**src/rtl/led_sequence_monitor.sv**
```systemverilog
// One-hot LED chaser checker: tracks position, counts laps, latches the first fault.
// Define LED_MON_STALL_CHECK_EN to build the hold counter and the stall fault (code 11).
//
// state   | meaning
// --------+-----------------------------------------------------------
// S_IDLE  | waiting for the pattern to start at 0x01; dark bus is fine
// S_TRACK | following the chase; pos_valid_o high
// S_FAULT | first fault latched in err_code_o; led_i ignored until clr_err_i
module led_sequence_monitor #(
   parameter int HOLD_MAX = 4,
   parameter int LAP_W    = 8
) (
   input  logic             clk_i,
   input  logic             rst_i,
   input  logic [7:0]       led_i,
   input  logic             clr_err_i,
   output logic [2:0]       pos_o,
   output logic             pos_valid_o,
   output logic [LAP_W-1:0] lap_cnt_o,
   output logic             err_o,
   output logic [1:0]       err_code_o
);

   if (HOLD_MAX < 1) begin : g_bad_hold_max
      $error("HOLD_MAX must be at least 1");
   end

   typedef enum logic [1:0] {
      S_IDLE  = 2'd0,
      S_TRACK = 2'd1,
      S_FAULT = 2'd2
   } state_t;

   localparam logic [1:0] CODE_NONE   = 2'b00;
   localparam logic [1:0] CODE_MULTI  = 2'b01;
   localparam logic [1:0] CODE_STEP   = 2'b10;
   localparam logic [1:0] CODE_STALL  = 2'b11;

   state_t           state_q, state_d;
   logic [7:0]       prev_q, prev_d;
   logic [2:0]       pos_q, pos_d;
   logic [LAP_W-1:0] lap_q, lap_d;
   logic [1:0]       code_q, code_d;

`ifdef LED_MON_STALL_CHECK_EN
   localparam int HOLD_W = $clog2(HOLD_MAX + 1);
   logic [HOLD_W-1:0] hold_q, hold_d;
   logic              hold_full;
   // Compared before incrementing so hold never has to represent HOLD_MAX+1.
   assign hold_full = (hold_q >= HOLD_W'(HOLD_MAX));
`endif

   logic       led_zero;
   logic       led_onehot;
   logic       led_same;
   logic       led_next;
   logic [2:0] led_idx;

   assign led_zero   = (led_i == 8'h00);
   assign led_onehot = !led_zero && ((led_i & (led_i - 8'd1)) == 8'h00);
   assign led_same   = (led_i == prev_q);
   assign led_next   = (led_i == {prev_q[6:0], prev_q[7]});

   always_comb begin
      led_idx = 3'd0;
      for (int i = 0; i < 8; i++) begin
         if (led_i[i]) led_idx = i[2:0];
      end
   end

   always_comb begin
      state_d = state_q;
      prev_d  = prev_q;
      pos_d   = pos_q;
      lap_d   = lap_q;
      code_d  = code_q;
`ifdef LED_MON_STALL_CHECK_EN
      hold_d  = hold_q;
`endif
      case (state_q)
         S_IDLE: begin
            if (!led_zero) begin
               if (!led_onehot) begin
                  state_d = S_FAULT;
                  code_d  = CODE_MULTI;
               end else if (led_i == 8'h01) begin
                  state_d = S_TRACK;
                  prev_d  = 8'h01;
                  pos_d   = 3'd0;
                  lap_d   = '0;
`ifdef LED_MON_STALL_CHECK_EN
                  hold_d  = HOLD_W'(1);
`endif
               end else begin
                  state_d = S_FAULT;
                  code_d  = CODE_STEP;
               end
            end
         end
         S_TRACK: begin
            if (!led_zero && !led_onehot) begin
               state_d = S_FAULT;
               code_d  = CODE_MULTI;
            end else if (led_zero) begin
               state_d = S_IDLE;
            end else if (led_same) begin
`ifdef LED_MON_STALL_CHECK_EN
               if (hold_full) begin
                  state_d = S_FAULT;
                  code_d  = CODE_STALL;
               end else begin
                  hold_d = hold_q + HOLD_W'(1);
               end
`endif
            end else if (led_next) begin
               prev_d = led_i;
               pos_d  = led_idx;
`ifdef LED_MON_STALL_CHECK_EN
               hold_d = HOLD_W'(1);
`endif
               if (prev_q == 8'h80 && lap_q != '1) lap_d = lap_q + 1'b1;
            end else begin
               state_d = S_FAULT;
               code_d  = CODE_STEP;
            end
         end
         S_FAULT: begin
            if (clr_err_i) begin
               state_d = S_IDLE;
               code_d  = CODE_NONE;
            end
         end
         default: begin
            state_d = S_IDLE;
            code_d  = CODE_NONE;
         end
      endcase
   end

   always_ff @(posedge clk_i) begin
      if (rst_i) begin
         state_q <= S_IDLE;
         prev_q  <= 8'h00;
         pos_q   <= 3'd0;
         lap_q   <= '0;
         code_q  <= CODE_NONE;
`ifdef LED_MON_STALL_CHECK_EN
         hold_q  <= '0;
`endif
      end else begin
         state_q <= state_d;
         prev_q  <= prev_d;
         pos_q   <= pos_d;
         lap_q   <= lap_d;
         code_q  <= code_d;
`ifdef LED_MON_STALL_CHECK_EN
         hold_q  <= hold_d;
`endif
      end
   end

   assign pos_o       = pos_q;
   assign pos_valid_o = (state_q == S_TRACK);
   assign lap_cnt_o   = lap_q;
   assign err_o       = (state_q == S_FAULT);
   assign err_code_o  = code_q;

endmodule

```
**config.mk**
```make
export PLATFORM = sky130hd
export DESIGN_NAME = led_sequence_monitor
export DESIGN_NICKNAME = d
export VERILOG_FILES = /design/src/rtl/led_sequence_monitor.sv
export SDC_FILE = /design/constraint.sdc
export NUM_CORES = 1
export LEC_CHECK = 0
export BUFFER_PORTS_ARGS = -buffer_cell sky130_fd_sc_hd__buf_2
export CAP_MARGIN = 5
export CORE_ASPECT_RATIO = 2
export CORE_MARGIN = 2
export CORE_UTILIZATION = 60
export CTS_BUF_LIST = sky130_fd_sc_hd__clkbuf_8 sky130_fd_sc_hd__clkbuf_16
export DETAILED_ROUTE_END_ITERATION = 10
export HOLD_SLACK_MARGIN = 0.08
export PLACE_DENSITY_LB_ADDON = 0.12
export SYNTH_ARGS = -nofsm -noshare
export SYNTH_HDL_FRONTEND = slang
export SYNTH_SLANG_ARGS = --single-unit
```
**constraint.sdc**
```tcl
create_clock -name clk_i -period 5.1 [get_ports clk_i]
set_clock_uncertainty 0.1 [all_clocks]
set_input_delay 0.51 -clock clk_i [delete_from_list [all_inputs] [get_ports clk_i]]
set_output_delay 0.51 -clock clk_i [all_outputs]
set_load 0.1 [all_outputs]
```
* Word level (Yosys, flattened, before mapping)
Cells that the tools add are included.
** Operators by class
- $mul :: 0
- Equality and inequality tests :: 22
- Add/sub/neg operators :: 2
- Muxes and demuxes :: 47
- Magnitude comparators :: 0
- Divide/modulo/power cells :: 0
- Shift operators :: 0
- Reduce and logical (&&, ||, !) cells :: 13
- Bitwise logic cells :: 1
** Operator list (count)
- $mux W8 :: 15
- $mux W3 :: 13
- $pmux W8 S2 :: 2
- $mux W2 :: 13
- $eq A8 B8 Y1 :: 2
- $logic_not A8 Y1 :: 2
- $ne A2 B2 Y1 const B :: 7
- $pmux W2 S3 :: 2
- $ne A3 B2 Y1 const B :: 3
- $reduce_and A9 Y1 :: 1
- $add A8 B1 Y8 const B :: 1
- $and A8 B8 Y8 :: 1
- $eq A8 B1 Y1 const B :: 1
- $eq A8 B8 Y1 const B :: 1
- $ne A4 B3 Y1 const B :: 2
- $ne A8 B8 Y1 const B :: 1
- $reduce_and A8 Y1 :: 1
- $sub A8 B1 Y8 const B :: 1
- $pmux W3 S2 :: 1
- $reduce_and A6 Y1 :: 1
- $ne A2 B1 Y1 const B :: 2
- $reduce_and A4 Y1 :: 1
- $logic_and A1 B1 Y1 :: 3
- $ne A3 B3 Y1 const B :: 1
- 6 further kinds :: 7
** Storage, ports and cells
- Latch bits :: 0
- RAM bits :: 0
- Bits in read-only memories :: 0
- Register bits after elaboration :: 23
- Memories :: 0
- Output and inout bits :: 15
- Word-level logic and storage cells :: 90

* Longest topological paths before layout
Gate-level depths: netlist (run 1).
- Word-level depth :: 12
- Mapped depth :: 8
- Gate-level depth less buffers :: 7

* Least setup slack after synthesis (run 1)
No wires, ideal clock.
- Path kind :: register to register
- From :: reg lap_q[0] (netlist: lap_cnt_o[0])
- To :: reg lap_q[1] (netlist: lap_cnt_o[1])
- Stages on the path, launching flop included :: 8
- Library setup time :: 0.123 ns
- Arrival :: 2.329 ns
- Slack :: 2.547 ns
- Clock period less this slack :: 2.553 ns
- Path through :: dfxtp_1 > ha_1 > nand3_1 > o211ai_1 > nand2_1 > o31ai_1 > nor2_2 > mux2_1
** On the way
- Longest elaborated chain between the ends :: 7
- Elaborated cells on any way between the ends :: 11
- Classes of those cells :: add/sub: 1; eq/ne: 2; mux: 6; reduce/logical: 2
** Ends and longest elaborated chain
- start: declaration :: line 42 : logic [LAP_W-1:0] lap_q, lap_d;
- start signal: assignment :: line 154 : lap_q <= lap_d;
- $add A8 B1 Y8 :: line 121 : if (prev_q == 8'h80 && lap_q != '1) lap_d = lap_q + 1'b1;
- $mux W8 :: line 121
- $mux W8 :: line 115 : end else if (led_next) begin
- $mux W8 :: line 106 : end else if (led_same) begin
- $mux W8 :: line 104 : end else if (led_zero) begin
- $mux W8 :: line 101 : if (!led_zero && !led_onehot) begin
- $pmux W8 S2 :: line 80 : case (state_q)
Parallel ways exist; a longest one is shown, timed or not. The select of a mux whose other input is x is not followed.
A chain may end at the register's enable or synchronous reset.

* Final worst setup path (run 1)
- From :: reg state_q[0]
- To :: out pos_valid_o
** On the way
- Longest elaborated chain between the ends :: 1
** Ends and longest elaborated chain
- start: declaration :: line 39 : state_t state_q, state_d;
- start signal: assignment :: line 151 : state_q <= state_d;
- $eq A2 B1 Y1 :: line 163 : assign pos_valid_o = (state_q == S_TRACK);
- end: declaration :: line 18 : output logic pos_valid_o,
Every way passes these cells.

==> results of run 1 <==
## layer usage
| metal | vias to the layer above | wire length [um] |
|---|---|---|
| met2 | 86 | 2520 |
| met5 | - | 0 |
| met4 | 0 | 180 |
| met1 | 818 | 1720 |
| met3 | 18 | 222 |
| li1 | 803 | - |
## cells in the final DEF (no fill, tap or decap), types with 5 or more instances in the layout
cell type	netlist	final
xnor2_1	8	8
nand4_1	12	12
o21ai_0	17	17
xor2_1	9	9
nand2_1	7	7
a21oi_1	21	21
dfxtp_1	23	23
nor2_1	15	15
o31ai_1	5	5
buf_2	3	25
nor4_1	6	6
inv_1	6	6
## registers in the layout, indices dropped and copies added (netlist names)
| register | cells |
|---|---|
| pos_o | 3 |
| prev_q | 8 |
| err_code_o | 2 |
| state_q | 2 |
| lap_cnt_o | 8 |
## cells in the mapped netlist (2+ instances only)
master	n	share of area (%)
or4_1	4	1.8
o31ai_1	5	2.3
or3_1	2	0.75
nor4_2	2	1.5
clkbuf_1	6	1.4
buf_6	4	2.7
nor4_1	6	2.3
nand2_1	7	1.6
o21ai_0	17	5.1
and3_1	4	1.5
buf_2	3	0.90
a21oi_1	21	6.3
nand2b_1	4	1.5
o211ai_1	4	1.8
buf_4	5	2.3
o21ai_1	2	0.60
dfxtp_1	23	28
nand4_1	12	4.5
nand3_1	4	1.2
xor2_1	9	4.7
nor2_1	15	3.4
nor3_1	4	1.2
and2_1	2	0.75
a211oi_1	2	0.90
inv_1	6	1.4
o21a_1	2	0.90
xnor2_1	8	4.2
a31oi_1	3	1.1
## power by group through the flow
stage / Combinational (W) / Sequential (W) / Clock [W]
global route: 0.0000676 / 0.000185 / 0.000122
floorplan: 0.0000466 / 0.000196 / 0
global placement: 0.0000608 / 0.000188 / 0
CTS: 0.0000626 / 0.000184 / 0.000116
finish: 0.0000637 / 0.000185 / 0.000115
detailed placement: 0.0000624 / 0.000189 / 0
## layout make-up
type | count | area [um^2] | area share, %
Clock buffer | 3 | 41.3 | 2.36
Clock inverter | 1 | 5.00 | 0.286
Inverter | 6 | 22.5 | 1.29
Multi-Input combinational cell | 160 | 1060 | 60.6
Sequential cell | 23 | 460 | 26.3
Tap cell | 29 | 36.3 | 2.07
Timing Repair Buffer | 25 | 125 | 7.14
## cell families after synthesis
group	Yosys count	synth area share [%]
compound gates	68	26.5
xor+xnor	17	8.95
fa+ha+maj	2	1.43
buf+inv	24	8.57
flops	23	27.7
mux	1	0.677
simple gates	72	26.2
## metrics by stage
step	worst slack (ns)	power [W]	area (um^2)	utilization, %	hold slack [ns]
global route	2.30	0.000374	1750	64.8	0.407
global placement	2.34	0.000249	1710	63.1	0.361
CTS	2.45	0.000363	1750	64.8	0.385
detailed placement	2.27	0.000251	1710	63.1	0.374
finish	2.40	0.000363	1750	64.8	0.380
floorplan	2.55	0.000242	1660	-	0.394
## worst paths after layout
path	start	end	slack [ns]	cells past startpoint
worst max-delay path	state_q[0]	pos_valid_o	2.40	3
worst min-delay path	pos_o[0]	pos_o[0]	0.38	2
worst max register to register	prev_q[4]	prev_q[3]	2.63	6
worst min register to register	pos_o[0]	pos_o[0]	0.38	2
## worst register-to-register path, cell delays in order, from the launching register on
cell      delay [ns]
dfxtp_1         0.45
xor2_1          0.13
nor4_2          0.36
o211ai_1        0.26
a211oi_2        0.69
nand4_1         0.22
a21oi_1         0.20
==> results.toml, run 1 <==
[clocking]
clk_pin_slew_ns = 0.08
worstSkewPairLatency_ns = 0.27
h-tree-depth = 1
cts_setup_buffers = 0
hold_buffers = 0
clock-sinks = 23
cts_tree = "done"
cts.repair.resized = 0
ctsRootBufferMaster = "clkbuf_8"
cts_max_path_buffers = 2
numCtsBuffers = 3

[floorplanning]
die_w_um = 41.2
rows = 27
core_um2 = 2700
dieHeight_um = 78.5
initial_utilization_pct = 61.6
io_pins = 26
die_area_um2 = 3240

[routing]
num_vias = 1725
first_pass_iters = 4
ant_nets = 0
drc = 0
via_per_inst = 6.98
totalWireLength_mm = 4.65
wl_per_cell_um = 18.8
drt_iter0_markers = 73

[logic_synthesis]
ys_seq_area_share_pct = 27.7
synth_cell_types = 49
postSynthAreaPerCell_um2 = 8.04
synth_edf_count = 0
ys_warn_count = 0
synth_ff_type = "dfxtp_1"
syn_inst = 207
ys_ff_latch = 23
synth_fp_nets = 219
netlist_area_um2 = 1660
synthArstFlopShare_pct = 0

[grt]
grt_pass1_wl_mm = 7.00
grt_busiest_layer = "met2"
grtUsageTotal_pct = 30.4
grt_use_met1_pct = 32.7
grt_pass1_vias = 1541
grt_overflow = 0
globalRouteMet2Util_pct = 53.4
use_met3_pct = 2.54
grt_max_degree = 24
antenna_found_initial = 0

[final_layout]
layoutNonFillerInstCount = 247
layout.nets = 231
fillers = 262
drive_gt1_share_pct = 18.3
num_antenna_cells = 0
area_growth_syn_to_layout_pct = 5.26

[timing]
fin_crit_ns = 2.70
worst_pin_slew_ns = 1.11
drv_slew = 0
rsz0062_at_grt = "false"
fmax_mhz = 370
min_period_over_period_pct = 53.0
hold_viol_final = 0
slew_headroom_pct = 25.2
tns_ns = 0
setup_viol = 0

[pwr]
ir_drop_v = 0.000172
p_per_area_nw_per_um2 = 207
power_frac_comb_pct = 17.5
leakage_nw = 0.657
p_seq_share_pct = 50.8
switchingPower_w = 0.000111
swShare_pct = 30.4
p_clk_share_pct = 31.6
internal_power_w = 0.000253

[critical_path]
path_max_fanout = 14
crit_buf_inv = 2
slowest_delay_ns = 0.61
cp-end-kind = "output port"
arrival_ns = 2.09
required_ns = 4.49
crit_chain = "nand2b_1, inv_1, buf_2"
path_delay_family = "buffers and inverters"
crit_path_top_delay_cell = "dfxtp_1"
start_kind = "register"
critPathKind = "register to output port"

[placed_design]
dp.cells = 243
gp_congestion = 0.813
hpwl_mm = 3.46
io_buffers = 25

[min_path]
min_path_type = "register to register"

[run]
cap_violations = 0

[status]
outcome = "finished clean"
Note: power is estimated with default switching activity, not from simulation.
==> run 2, diff against run 1 <==
--- a/config.mk
+++ b/config.mk
@@ -9,7 +9,7 @@
 export CAP_MARGIN = 5
 export CORE_ASPECT_RATIO = 2
 export CORE_MARGIN = 2
-export CORE_UTILIZATION = 60
+export CORE_UTILIZATION = 56
 export CTS_BUF_LIST = sky130_fd_sc_hd__clkbuf_8 sky130_fd_sc_hd__clkbuf_16
 export DETAILED_ROUTE_END_ITERATION = 10
 export HOLD_SLACK_MARGIN = 0.08
==> constraint.sdc (replaced) <==
create_clock -name clk_i -period 2.58 [get_ports clk_i]
set_clock_uncertainty 0.1 [all_clocks]
set_input_delay 0.258 -clock clk_i [delete_from_list [all_inputs] [get_ports clk_i]]
set_output_delay 0.258 -clock clk_i [all_outputs]
set_load 0.1 [all_outputs]
==> run 2 against run 1 <==
Net effect:
- register-to-register slack worse by 2.4 ns
- sequential power grew 98%
- setup slack lost 2.2 ns
- final cell count rose by 2.8%
- largest power group unchanged
==> results.toml, run 2 (synthesized netlist as in run 1, its figures left out) <==
[pwr]
p_per_area_nw_per_um2 = 404
leakage_nw = 0.682
ir_drop_v = 0.000358

[floorplanning]
io_pins = 26
die_area_um2 = 3450
die_w_um = 42.5
initial_utilization_pct = 57.2
core_um2 = 2910
rows = 28
dieHeight_um = 81.1

[final_layout]
area_growth_syn_to_layout_pct = 9.02
multiInputGateArea_um2 = 1070
final_cell_mix = "buf_2 (25), dfxtp_1 (23), a21oi_1 (21)"
mostFrequentLayoutCell = "buf_2"
layout.nets = 237
fillers = 275
drive_gt1_share_pct = 21.0
seqCellArea_um2 = 460
fin_area_um2 = 1810
final_core_util_pct = 62.4
num_antenna_cells = 0

[critical_path]
path_delay_family = "compound AO/OA/AOI/OAI gates"
crit_chain = "xor2_1, nor4_2, o211ai_1, a211o_2, nor2_2, mux2_1"
path_max_fanout = 15
crit_path_top_delay_cell = "a211o_2"
required_ns = 2.65
cp-end-kind = "register"
arrival_ns = 2.47
critPathKind = "register to register"
slowest_delay_ns = 0.47
start_kind = "register"
crit_buf_inv = 0

[status]
outcome = "finished clean"

[clocking]
numCtsBuffers = 3
cts_max_path_buffers = 2
worstSkewPairLatency_ns = 0.27
cts_tree = "done"
clock-sinks = 23
ctsRootBufferMaster = "clkbuf_8"
clk_pin_slew_ns = 0.09
h-tree-depth = 1

[placed_design]
io_buffers = 25
placed_area_um2 = 1740
hpwl_mm = 3.47
dp_slack_ns = 0.00420
gp_congestion = 1.00

[grt]
grt_pass1_wl_mm = 7.53
grt_pass1_vias = 1534
grt_overflow = 0
antenna_found_initial = 0
grtUsageTotal_pct = 28.0
grt_max_degree = 24

[min_path]
min_path_type = "input port to register"

[routing]
via_per_inst = 6.68
first_pass_iters = 5
drt_iter0_markers = 83
wl_per_cell_um = 18.3
totalWireLength_mm = 4.66
num_vias = 1696
drc = 0
ant_nets = 0

[timing]
fmax_mhz = 417
final.setup.worst_slack_ns = 0.184
drv_slew = 0
min_period_over_period_pct = 92.9
whs_ns = 0.181
worst_pin_slew_ns = 1.18
fin_crit_ns = 2.40
slew_headroom_pct = 20.6
hold_viol_final = 0
tns_ns = 0
setup_viol = 0

[run]
cap_violations = 0
==> run 2: cell types whose count changed in the layout (fill, tap and decap cells not counted), sizes merged <==
cell,delta
buf,+6
clkinv,-1
clkinvlp,+1
==> run 2: what timing repair did <==
item / CTS / global route
gates resized for setup: 0 / 2
setup endpoints to repair: 0 / 14
setup buffers: 0 / 2
hold buffers: 0 / 0
==> run 2: tightest hold or removal path: stages <==
cell	delay, ns
buf_2	0.09
o32a_2	0.13
nor2_1	0.03
==> run 2: area by class of cell <==
cell class | count | area share, %
well taps | 30 | 2.07
clock buffers | 3 | 2.28
clock inverters | 1 | 0.414
flip-flops and latches | 23 | 25.4
repair buffers | 31 | 9.38
inverters | 6 | 1.24
multi-input cells | 160 | 59.2
==> run 2: metrics by stage <==
step | total power (W) | std cells
after floorplan | 0.000479 | 207
after global placement | 0.000496 | 248
after detailed placement | 0.000499 | 248
after CTS | 0.000733 | 252
after global routing | 0.000756 | 254
final | 0.000732 | 254
==> run 2: report_power, final <==
group	leakage, nW	switching, W	total, W	internal [W]
Sequential	0.186	0.00000709	0.000366	0.000358
Clock	0.0217	0.000128	0.000238	0.000110
Combinational	0.474	0.0000931	0.000129	0.0000362
==> run 2: worst paths after layout <==
| kind | startpoint | endpoint | slack, ns | depth (start not counted) |
|---|---|---|---|---|
| worst max-delay path | prev_q[4] | lap_cnt_o[1] | 0.18 | 6 |
| worst min register to register | pos_o[1] | pos_o[1] | 0.38 | 2 |
| worst max register to register | prev_q[4] | lap_cnt_o[1] | 0.18 | 6 |
| worst min-delay path | clr_err_i | state_q[1] | 0.18 | 3 |
==> run 2: metal layers <==
layer | share of wire [%] | vias up | GRT usage (%)
met5 | 0 | - | 0
li1 | - | 815 | -
met2 | 56 | 62 | 53.7
met1 | 38 | 809 | 31.2
met3 | 3.7 | 10 | 2.00
met4 | 2.3 | 0 | 10.3
==> run 3, diff against run 2 <==
--- a/config.mk
+++ b/config.mk
@@ -9,7 +9,7 @@
 export CAP_MARGIN = 5
 export CORE_ASPECT_RATIO = 2
 export CORE_MARGIN = 2
-export CORE_UTILIZATION = 56
+export CORE_UTILIZATION = 45
 export CTS_BUF_LIST = sky130_fd_sc_hd__clkbuf_8 sky130_fd_sc_hd__clkbuf_16
 export DETAILED_ROUTE_END_ITERATION = 10
 export HOLD_SLACK_MARGIN = 0.08
==> run 3 against run 2 <==
Net effect:
- final cell count rose by 7.9%
- register-to-register slack worse by 0.05 ns
- non-clock buffer count grew 1
- largest cell class unchanged
- largest power group unchanged
==> results.toml, run 3 (synthesized netlist as in run 1, its figures left out) <==
[final_layout]
final_cell_mix = "buf_2 (25), dfxtp_1 (23), a21oi_1 (21)"
fillers = 361
multiInputGateArea_um2 = 1080
layout.nets = 238
area_growth_syn_to_layout_pct = 11.1
seqCellArea_um2 = 460
drive_gt1_share_pct = 20.9
mostFrequentLayoutCell = "buf_2"
num_antenna_cells = 0

[pwr]
p_clk_share_pct = 31.7
power_frac_comb_pct = 19.0
swShare_pct = 30.6
p_seq_share_pct = 49.3
internal_power_w = 0.000507
switchingPower_w = 0.000224
leakage_nw = 0.707
p_per_area_nw_per_um2 = 395
ir_drop_v = 0.000348

[clocking]
clk_pin_slew_ns = 0.09
hold_buffers = 0
clock-sinks = 23
ctsRootBufferMaster = "clkbuf_8"
cts_max_path_buffers = 2
worstSkewPairLatency_ns = 0.27
cts_setup_buffers = 0
cts_tree = "done"
cts.repair.resized = 0
numCtsBuffers = 3
h-tree-depth = 1

[routing]
num_vias = 1683
totalWireLength_mm = 4.73
via_per_inst = 6.14
first_pass_iters = 4
drc = 0
ant_nets = 0
wl_per_cell_um = 17.2
drt_iter0_markers = 49

[min_path]
min_path_type = "input port to register"
hold_start = "clr_err_i"
holdPathEnd = "state_q[1]"
min_path_cells = 3

[floorplanning]
rows = 31
dieHeight_um = 90
io_pins = 26
die_area_um2 = 4230
core_um2 = 3570
initial_utilization_pct = 46.6
die_w_um = 47

[timing]
tns_ns = 0
setup_viol = 0
slew_headroom_pct = 23.5
min_period_over_period_pct = 94.8
drv_slew = 0
worst_pin_slew_ns = 1.14
hold_viol_final = 0
final.setup.worst_slack_ns = 0.134
fin_crit_ns = 2.45
rsz0062_at_grt = "true"
fmax_mhz = 409

[placed_design]
gp_congestion = 0.881
dp_slack_ns = 0.0437
hpwl_mm = 3.64
io_buffers = 25

[status]
outcome = "finished clean"

[critical_path]
critPathKind = "register to register"
start_kind = "register"
r2r_slack_ns = 0.13
required_ns = 2.64
path_max_fanout = 15
arrival_ns = 2.51
rr_startpoint = "prev_q[7]"
crit_chain = "xor2_1, nor4_1, o211ai_1, a211o_2, nor2_2, mux2_1"
cp-end-kind = "register"
r2r_end = "lap_cnt_o[1]"
crit_path_top_delay_cell = "a211o_2"
r2r_cells = 6
setup.worst_path.start = "prev_q[7]"
slowest_delay_ns = 0.51

[grt]
grt_overflow = 0
grt_max_degree = 24
grt_pass1_wl_mm = 7.51
antenna_found_initial = 0
grtUsageTotal_pct = 23.5
grt_pass1_vias = 1557

[run]
cap_violations = 0
run 3: power by group through the flow:
stage               sequential [W]  clock, W  combinational, W
floorplan                 0.000387         0         0.0000922
global route              0.000360  0.000246          0.000148
CTS                       0.000360  0.000234          0.000137
global placement          0.000368         0          0.000133
detailed placement        0.000368         0          0.000136
finish                    0.000360  0.000232          0.000139
run 3: final cells by class:
cell class | count | share of cell area, %
multi-input cells | 160 | 58.3
clock inverters | 1 | 0.406
well taps | 49 | 3.32
repair buffers | 32 | 9.61
inverters | 6 | 1.22
flip-flops and latches | 23 | 24.9
clock buffers | 3 | 2.23
run 3: stage by stage:
stage	hold slack [ns]	utilization [%]	cell area, um^2	cells	power [W]
floorplan	0.347	-	1660	207	0.000479
global placement	0.357	50.0	1780	270	0.000502
detailed placement	0.372	50.0	1780	270	0.000505
CTS	0.192	51.3	1830	274	0.000731
global route	0.205	51.8	1850	274	0.000754
finish	0.193	51.8	1850	274	0.000731
run 3: how the worst max path moves through the flow:
stage                         to  slack, ns
finish              lap_cnt_o[1]       0.13
global route        lap_cnt_o[1]      -0.04
CTS                 lap_cnt_o[1]       0.18
detailed placement  lap_cnt_o[1]       0.04
global placement    lap_cnt_o[1]       0.08
floorplan           lap_cnt_o[1]       0.03
run 3: critical path, delay by kind of cell (launching register included):
family | cells | cell delay [ns]
compound gates | 2 | 0.77
flops | 1 | 0.38
simple gates | 2 | 0.57
xor+xnor | 1 | 0.19
mux | 1 | 0.33
run 3: metal layers:
| layer | track usage (%) | vias to the layer above | share of wire (%) |
|---|---|---|---|
| met4 | 10.4 | 0 | 2.4 |
| met2 | 39.7 | 51 | 55 |
| met5 | 0 | - | 0 |
| met3 | 1.81 | 11 | 3.2 |
| li1 | - | 813 | - |
| met1 | 28.3 | 808 | 39 |
